$ cat src/rtl/serial_adder.sv
// Bit-serial adder: LSB-first, one full-adder slice plus a carry flop, 3-state FSM.
// Optional SERIAL_ADDER_OVF_EN adds a two's-complement overflow output (ovf).
module serial_adder #(
    parameter int WIDTH = 8
) (
    input  logic             clk,
    input  logic             rst_n,
    input  logic             start,
    input  logic [WIDTH-1:0] a,
    input  logic [WIDTH-1:0] b,
    input  logic             cin,
    output logic             busy,
    output logic             done,
    output logic [WIDTH-1:0] sum,
    output logic             cout
`ifdef SERIAL_ADDER_OVF_EN
    ,
    output logic             ovf
`endif
);

    localparam int CW = (WIDTH > 2) ? $clog2(WIDTH) : 1;

    localparam logic [1:0] IDLE  = 2'd0;
    localparam logic [1:0] SHIFT = 2'd1;
    localparam logic [1:0] DONE  = 2'd2;

    logic [1:0]       state_reg;
    logic [WIDTH-1:0] a_reg;
    logic [WIDTH-1:0] b_reg;
    logic             carry_reg;
    logic [CW-1:0]    cnt_reg;

    logic sum_bit;
    logic carry_next;
    logic last_bit;

    assign sum_bit    = a_reg[0] ^ b_reg[0] ^ carry_reg;
    assign carry_next = (a_reg[0] & b_reg[0]) | (carry_reg & (a_reg[0] ^ b_reg[0]));
    assign last_bit   = (cnt_reg == CW'(WIDTH - 1));

    assign busy = (state_reg == SHIFT);
    assign done = (state_reg == DONE);

    always_ff @(posedge clk or negedge rst_n) begin
        if (!rst_n) begin
            state_reg <= IDLE;
            a_reg     <= '0;
            b_reg     <= '0;
            carry_reg <= 1'b0;
            cnt_reg   <= '0;
            sum       <= '0;
            cout      <= 1'b0;
`ifdef SERIAL_ADDER_OVF_EN
            ovf       <= 1'b0;
`endif
        end else begin
            case (state_reg)
                IDLE: begin
                    if (start) begin
                        a_reg     <= a;
                        b_reg     <= b;
                        carry_reg <= cin;
                        cnt_reg   <= '0;
                        sum       <= '0;
                        cout      <= 1'b0;
`ifdef SERIAL_ADDER_OVF_EN
                        ovf       <= 1'b0;
`endif
                        state_reg <= SHIFT;
                    end
                end
                SHIFT: begin
                    sum       <= {sum_bit, sum[WIDTH-1:1]};
                    a_reg     <= a_reg >> 1;
                    b_reg     <= b_reg >> 1;
                    carry_reg <= carry_next;
                    cnt_reg   <= cnt_reg + 1'b1;
                    if (last_bit) begin
                        cout      <= carry_next;
`ifdef SERIAL_ADDER_OVF_EN
                        // carry_reg is the carry into the MSB slice on the last bit
                        ovf       <= carry_reg ^ carry_next;
`endif
                        state_reg <= DONE;
                    end
                end
                DONE: begin
                    state_reg <= IDLE;
                end
                default: begin
                    state_reg <= IDLE;
                end
            endcase
        end
    end

endmodule

$ cat config.mk
export PLATFORM = sky130hd
export DESIGN_NAME = serial_adder
export DESIGN_NICKNAME = d
export VERILOG_FILES = /design/src/rtl/serial_adder.sv
export SDC_FILE = /design/constraint.sdc
export NUM_CORES = 1
export LEC_CHECK = 0
export BUFFER_PORTS_ARGS = -buffer_cell sky130_fd_sc_hd__buf_2
export CORE_MARGIN = 5
export CORE_UTILIZATION = 43
export DETAILED_ROUTE_END_ITERATION = 10
export PLACE_DENSITY = 0.76
export SLEW_MARGIN = 20
export SYNTH_ARGS = -nofsm -noshare
export SYNTH_HDL_FRONTEND = slang
export SYNTH_SLANG_ARGS = --single-unit
export TNS_END_PERCENT = 50
$ cat constraint.sdc
create_clock -name clk -period 1.25 [get_ports clk]
set_input_delay 0.1875 -clock clk [delete_from_list [all_inputs] [get_ports clk]]
set_output_delay 0.1875 -clock clk [all_outputs]
set_load 0.02 [all_outputs]
* Word level (Yosys, flattened, before mapping)
Cells that the tools add are included.
** Storage, ports and cells
- Bits in registers :: 31
- Output and inout bits :: 11
** Operators by class
- Add/sub/neg operators :: 1
- Eq/ne operators :: 5
- Muxes and demuxes :: 16
- Bitwise logic cells :: 5
- Reduce and logical (&&, ||, !) cells :: 5
** Operator list (count)
- 8-bit case mux with 2 select lines :: 3
- 8-bit 2-to-1 mux :: 3
- 3-bit case mux with 2 select lines :: 1
- 2-bit 2-to-1 mux :: 2
- 1-bit case mux with 2 select lines :: 2
- 2-bit case mux with 2 select lines :: 1
- 2-bit AND reduction :: 2
- 3-bit by 1-bit adder with 3-bit output, second input constant :: 1
- 3-bit == test, second input constant :: 1
- 1-bit 2-to-1 mux :: 3
- 3-bit 2-to-1 mux :: 1
- 3-bit AND reduction :: 1
- 1-bit AND :: 2
- 2-bit by 1-bit == test with 1-bit output, second input constant :: 1
- 2-bit == test, second input constant :: 1
- 2-bit zero test :: 1
- 2-bit by 1-bit != test with 1-bit output, second input constant :: 1
- 2-bit != test, second input constant :: 1
- 2-bit nonzero test :: 1
- 1-bit bitwise XOR :: 2
- 1-bit OR :: 1

* Depth between registers and ports, before layout
- Depth after elaboration :: 5
- Gate-level depth with buffers :: 5
- Depth with buffers taken out :: 5

* Worst setup path after synthesis
Ideal clock, no wire load.
- Path kind :: register to register
- From :: reg a_reg[0]
- To :: reg cout
- Data arrival time :: 1099 ps
- Required time :: 1134 ps
- Slack :: 35 ps
- Cell stages (with the launch flop) :: 4
- Path buffers :: 0
- Clock period less this slack :: 1215 ps
- Cells stage by stage :: dfrtp_1 > inv_1 > fa_1 > o311ai_0
** On the way
- Word-level cells in the longest chain between the ends :: 5
** RTL lines
- start: declaration :: RTL line 29 : logic [WIDTH-1:0] a_reg;
- start signal: assignment :: RTL line 75 : a_reg <= a_reg >> 1;
- 1-bit bitwise XOR :: RTL line 39 : assign carry_next = (a_reg[0] & b_reg[0]) | (carry_reg & (a_reg[0] ^ b_reg[0]));
- 1-bit AND :: RTL line 39
- 1-bit OR (*) :: RTL line 39
- 1-bit 2-to-1 mux (*) :: RTL line 79 : if (last_bit) begin
- 1-bit case mux with 2 select lines (*) :: RTL line 58 : case (state_reg)
- end signal: assignment :: RTL line 80 : cout <= carry_next;
- end: declaration :: RTL line 15 : output logic cout
Every way passes the cells marked *; elsewhere a longest branch is shown, timed or not. The select of a mux whose other input is x is not followed.
A chain may end at the register's enable or synchronous reset.

* Worst setup path after layout
- From :: reg state_reg[1]
- To :: out busy
** On the way
- Word-level cells in the longest chain between the ends :: 1
** RTL lines
- start: declaration :: RTL line 28 : logic [1:0] state_reg;
- start signal: assignment :: RTL line 47 : state_reg <= IDLE;
- start signal: assignment :: RTL line 70 : state_reg <= SHIFT;
- start signal: assignment :: RTL line 85 : state_reg <= DONE;
- 2-bit by 1-bit == test with 1-bit output :: RTL line 42 : assign busy = (state_reg == SHIFT);
- end: declaration :: RTL line 12 : output logic busy,
No other way between the ends.

==> results.toml <==
[power]
leakage_nw = 0.8881
power_density_mw_per_mm2 = 2430
irDropWorstVdd_mv = 1.131
p_switching_w = 0.001811
netSwitchingFraction = 0.3918
p_comb_frac = 0.467
pwr-share-seq = 0.388
p_int_w = 0.002811
power_frac_clock = 0.146

[synthesis]
syn-num-nets = 152
syn-instance-count = 129
ys_top_cells_by_area = "dfrtp_1 55%, o22ai_1 11%, a22o_1 5.6%, a21oi_1 4.6%, buf_6 2.4%"
avgSynthCellArea_um2 = 10.99
yosys.area.top_type = "dfrtp_1"
yosysTopAreaCellShare = 0.5472
synth-seq-cells = 31
syn_area_mm2 = 0.001418
ys_seq_area_frac = 0.5472
synth_cell_types = 27
yosysWarnings = 0

[global_route]
globalRoute.busiestLayer = "met2"
antenna_found_initial = 0
track_usage = 0.1730
grt.overflow.total = 0
grt_start_max_net_pins = 32
grt_use_met2 = 0.2822
grt_pass1_wl_um = 5727
grt_use_met3 = 0.03993
grtUsageMet1 = 0.2040
grt_pass1_vias = 1249

[layout]
n_fill_cell = 256
final-instance-count-excl-fill = 223
area_growth_syn_to_layout_pct = 34.16
drive_gt1_frac = 0.4525
final_common_cell = "dfrtp_1"
fin_nets = 201
antennaDiodeCount = 0
final_util = 0.6129
final_cell_mix = "29 x dfrtp_1, 28 x buf_2, 21 x o22ai_1, 16 x buf_4, 13 x a21oi_1"

[sta]
period_needed_ns = 1.326
postLayoutSetupSlackWorst_ns = -0.07627
worst_clock_skew_ns = 0.006995
slew_headroom = 0.7339
finalCritPeriodShare = 1.061
final_max_slew_viol_count = 0
whs_ns = 0.08343
fmax_mhz = 754.0
worst_pin_slew_ns = 0.3992
hold_viol = 0
rsz0062_at_grt = "true"
setup_viol_count_final = 5

[die]
die_y_um = 67.42
die_w_um = 67.42
ios = 31
core_region_area_mm2 = 0.003103
die-area_mm2 = 0.004545
rows = 20
start_util = 0.4569

[cts]
clkTransAtPathRegs_ns = 0.10
cts-root-buf = "clkbuf_4"
htree_levels = 2
clkLatencyLatePin_ns = 0.34
cts_sinks = 31
cts_buffers = 5
cts.path.max_buffers = 2
cts_tree = "done"

[job]
maxCapViolCount = 0

[worst_setup_path]
reg2reg_slack_ns = -0.08
critical_path_required_ns = 1.06
startpoint_type = "flip-flop"
crit_type = "flip-flop to primary output"
end_kind = "primary output"
cp.arrival_ns = 1.14
crit_fanout = 4

[route]
drc = 0
wl_um = 3509
drt-initial-drc-count = 105
via_count = 1229
wl_per_cell_um = 15.74
vias_per_cell = 5.511
ant_nets = 0
drt_first_pass_iters = 4

[place]
gp_congestion = 0.7604
place_hpwl_um = 2256
io_buffers = 30
dp_cells = 207

[run_status]
status = "complete, but fails checks"
violations = "setup timing"

[hold_path]
hold_class = "input pin to flip-flop"
==> logic make-up after synthesis <==
family          share of synthesized area
simple gates                      0.06443
flops                              0.5472
compound gates                     0.2771
fa+ha+maj                         0.03177
buf+inv                           0.07943
==> cells in the mapped netlist <==
| master | instances |
|---|---|
| ha_1 | 2 |
| inv_1 | 7 |
| or2_2 | 1 |
| buf_6 | 3 |
| buf_4 | 4 |
| dfrtp_1 | 31 |
| clkbuf_1 | 1 |
| o311ai_0 | 1 |
| or4b_4 | 1 |
| nand3_1 | 1 |
| a21oi_2 | 1 |
| nand2b_1 | 1 |
| a221oi_1 | 2 |
| buf_2 | 3 |
| nand2_1 | 7 |
| o21ai_0 | 6 |
| o22ai_1 | 24 |
| nand2b_4 | 1 |
| o21bai_1 | 1 |
| o32ai_1 | 2 |
| inv_2 | 1 |
| a22o_1 | 9 |
| nor2_1 | 3 |
| and2b_2 | 1 |
| a21oi_1 | 13 |
| fa_1 | 1 |
| o21ai_2 | 1 |
==> layer usage <==
layer | part of all wire | vias to the layer above
met5 | 0 | -
met4 | 0.034 | 0
met3 | 0.043 | 11
met2 | 0.51 | 30
met1 | 0.42 | 606
li1 | - | 582
==> worst paths after layout <==
path | from | cells after the start | end
worst min-delay path | a[7] | 3 | a_reg[7]
worst min register to register | sum[0] | 1 | sum[0]
worst max-delay path | state_reg[1] | 3 | busy
max in group asynchronous | rst_n | 3 | state_reg[1]
worst max register to register | state_reg[1] | 4 | b_reg[1]
min in group asynchronous | rst_n | 3 | a_reg[7]
==> stage by stage <==
stage / cell area (um2) / setup WS, ns / TNS [ns] / total power, W
floorplan: 1418 / 0.03509 / 0 / 0.003018
global placement: 1653 / 0.03084 / 0 / 0.003468
detailed placement: 1653 / -0.04654 / -0.04654 / 0.003562
CTS: 1824 / -0.06127 / -0.2115 / 0.004427
global route: 1902 / -0.1308 / -0.6015 / 0.004975
finish: 1902 / -0.07627 / -0.3629 / 0.004621
==> power groups by stage <==
stage	Sequential [W]	Combinational (W)	Clock [W]
floorplan	0.00184	0.00117	0
global route	0.00185	0.00238	0.000745
global placement	0.00174	0.00173	0
CTS	0.00176	0.00198	0.000681
finish	0.00179	0.00216	0.000673
detailed placement	0.00177	0.00179	0
==> worst max-delay path: stages, from the launching register on <==
cell	delay (ns)
dfrtp_2	0.45
nand2b_4	0.19
inv_8	0.06
buf_6	0.10
==> what timing repair did <==
action                                 4_1_cts  5_1_grt
setup buffers                                6        0
endpoints found under the hold margin       31        0
hold buffers                                 1        0
gates cloned                                 0        1
setup endpoints to repair                    3       25
pin swaps                                    1        1
gates resized for setup                     17       18
==> layout make-up <==
cell class,count,area [um2],share of cell area
tap,44,55.05,0.02895
multi-input combinational,79,599.3,0.3151
timing repair buffer,53,360.3,0.1895
clock buffer,8,68.82,0.03618
inverter,8,40.04,0.02105
sequential,31,778.2,0.4092
Power figures use the tool's default switching activity.
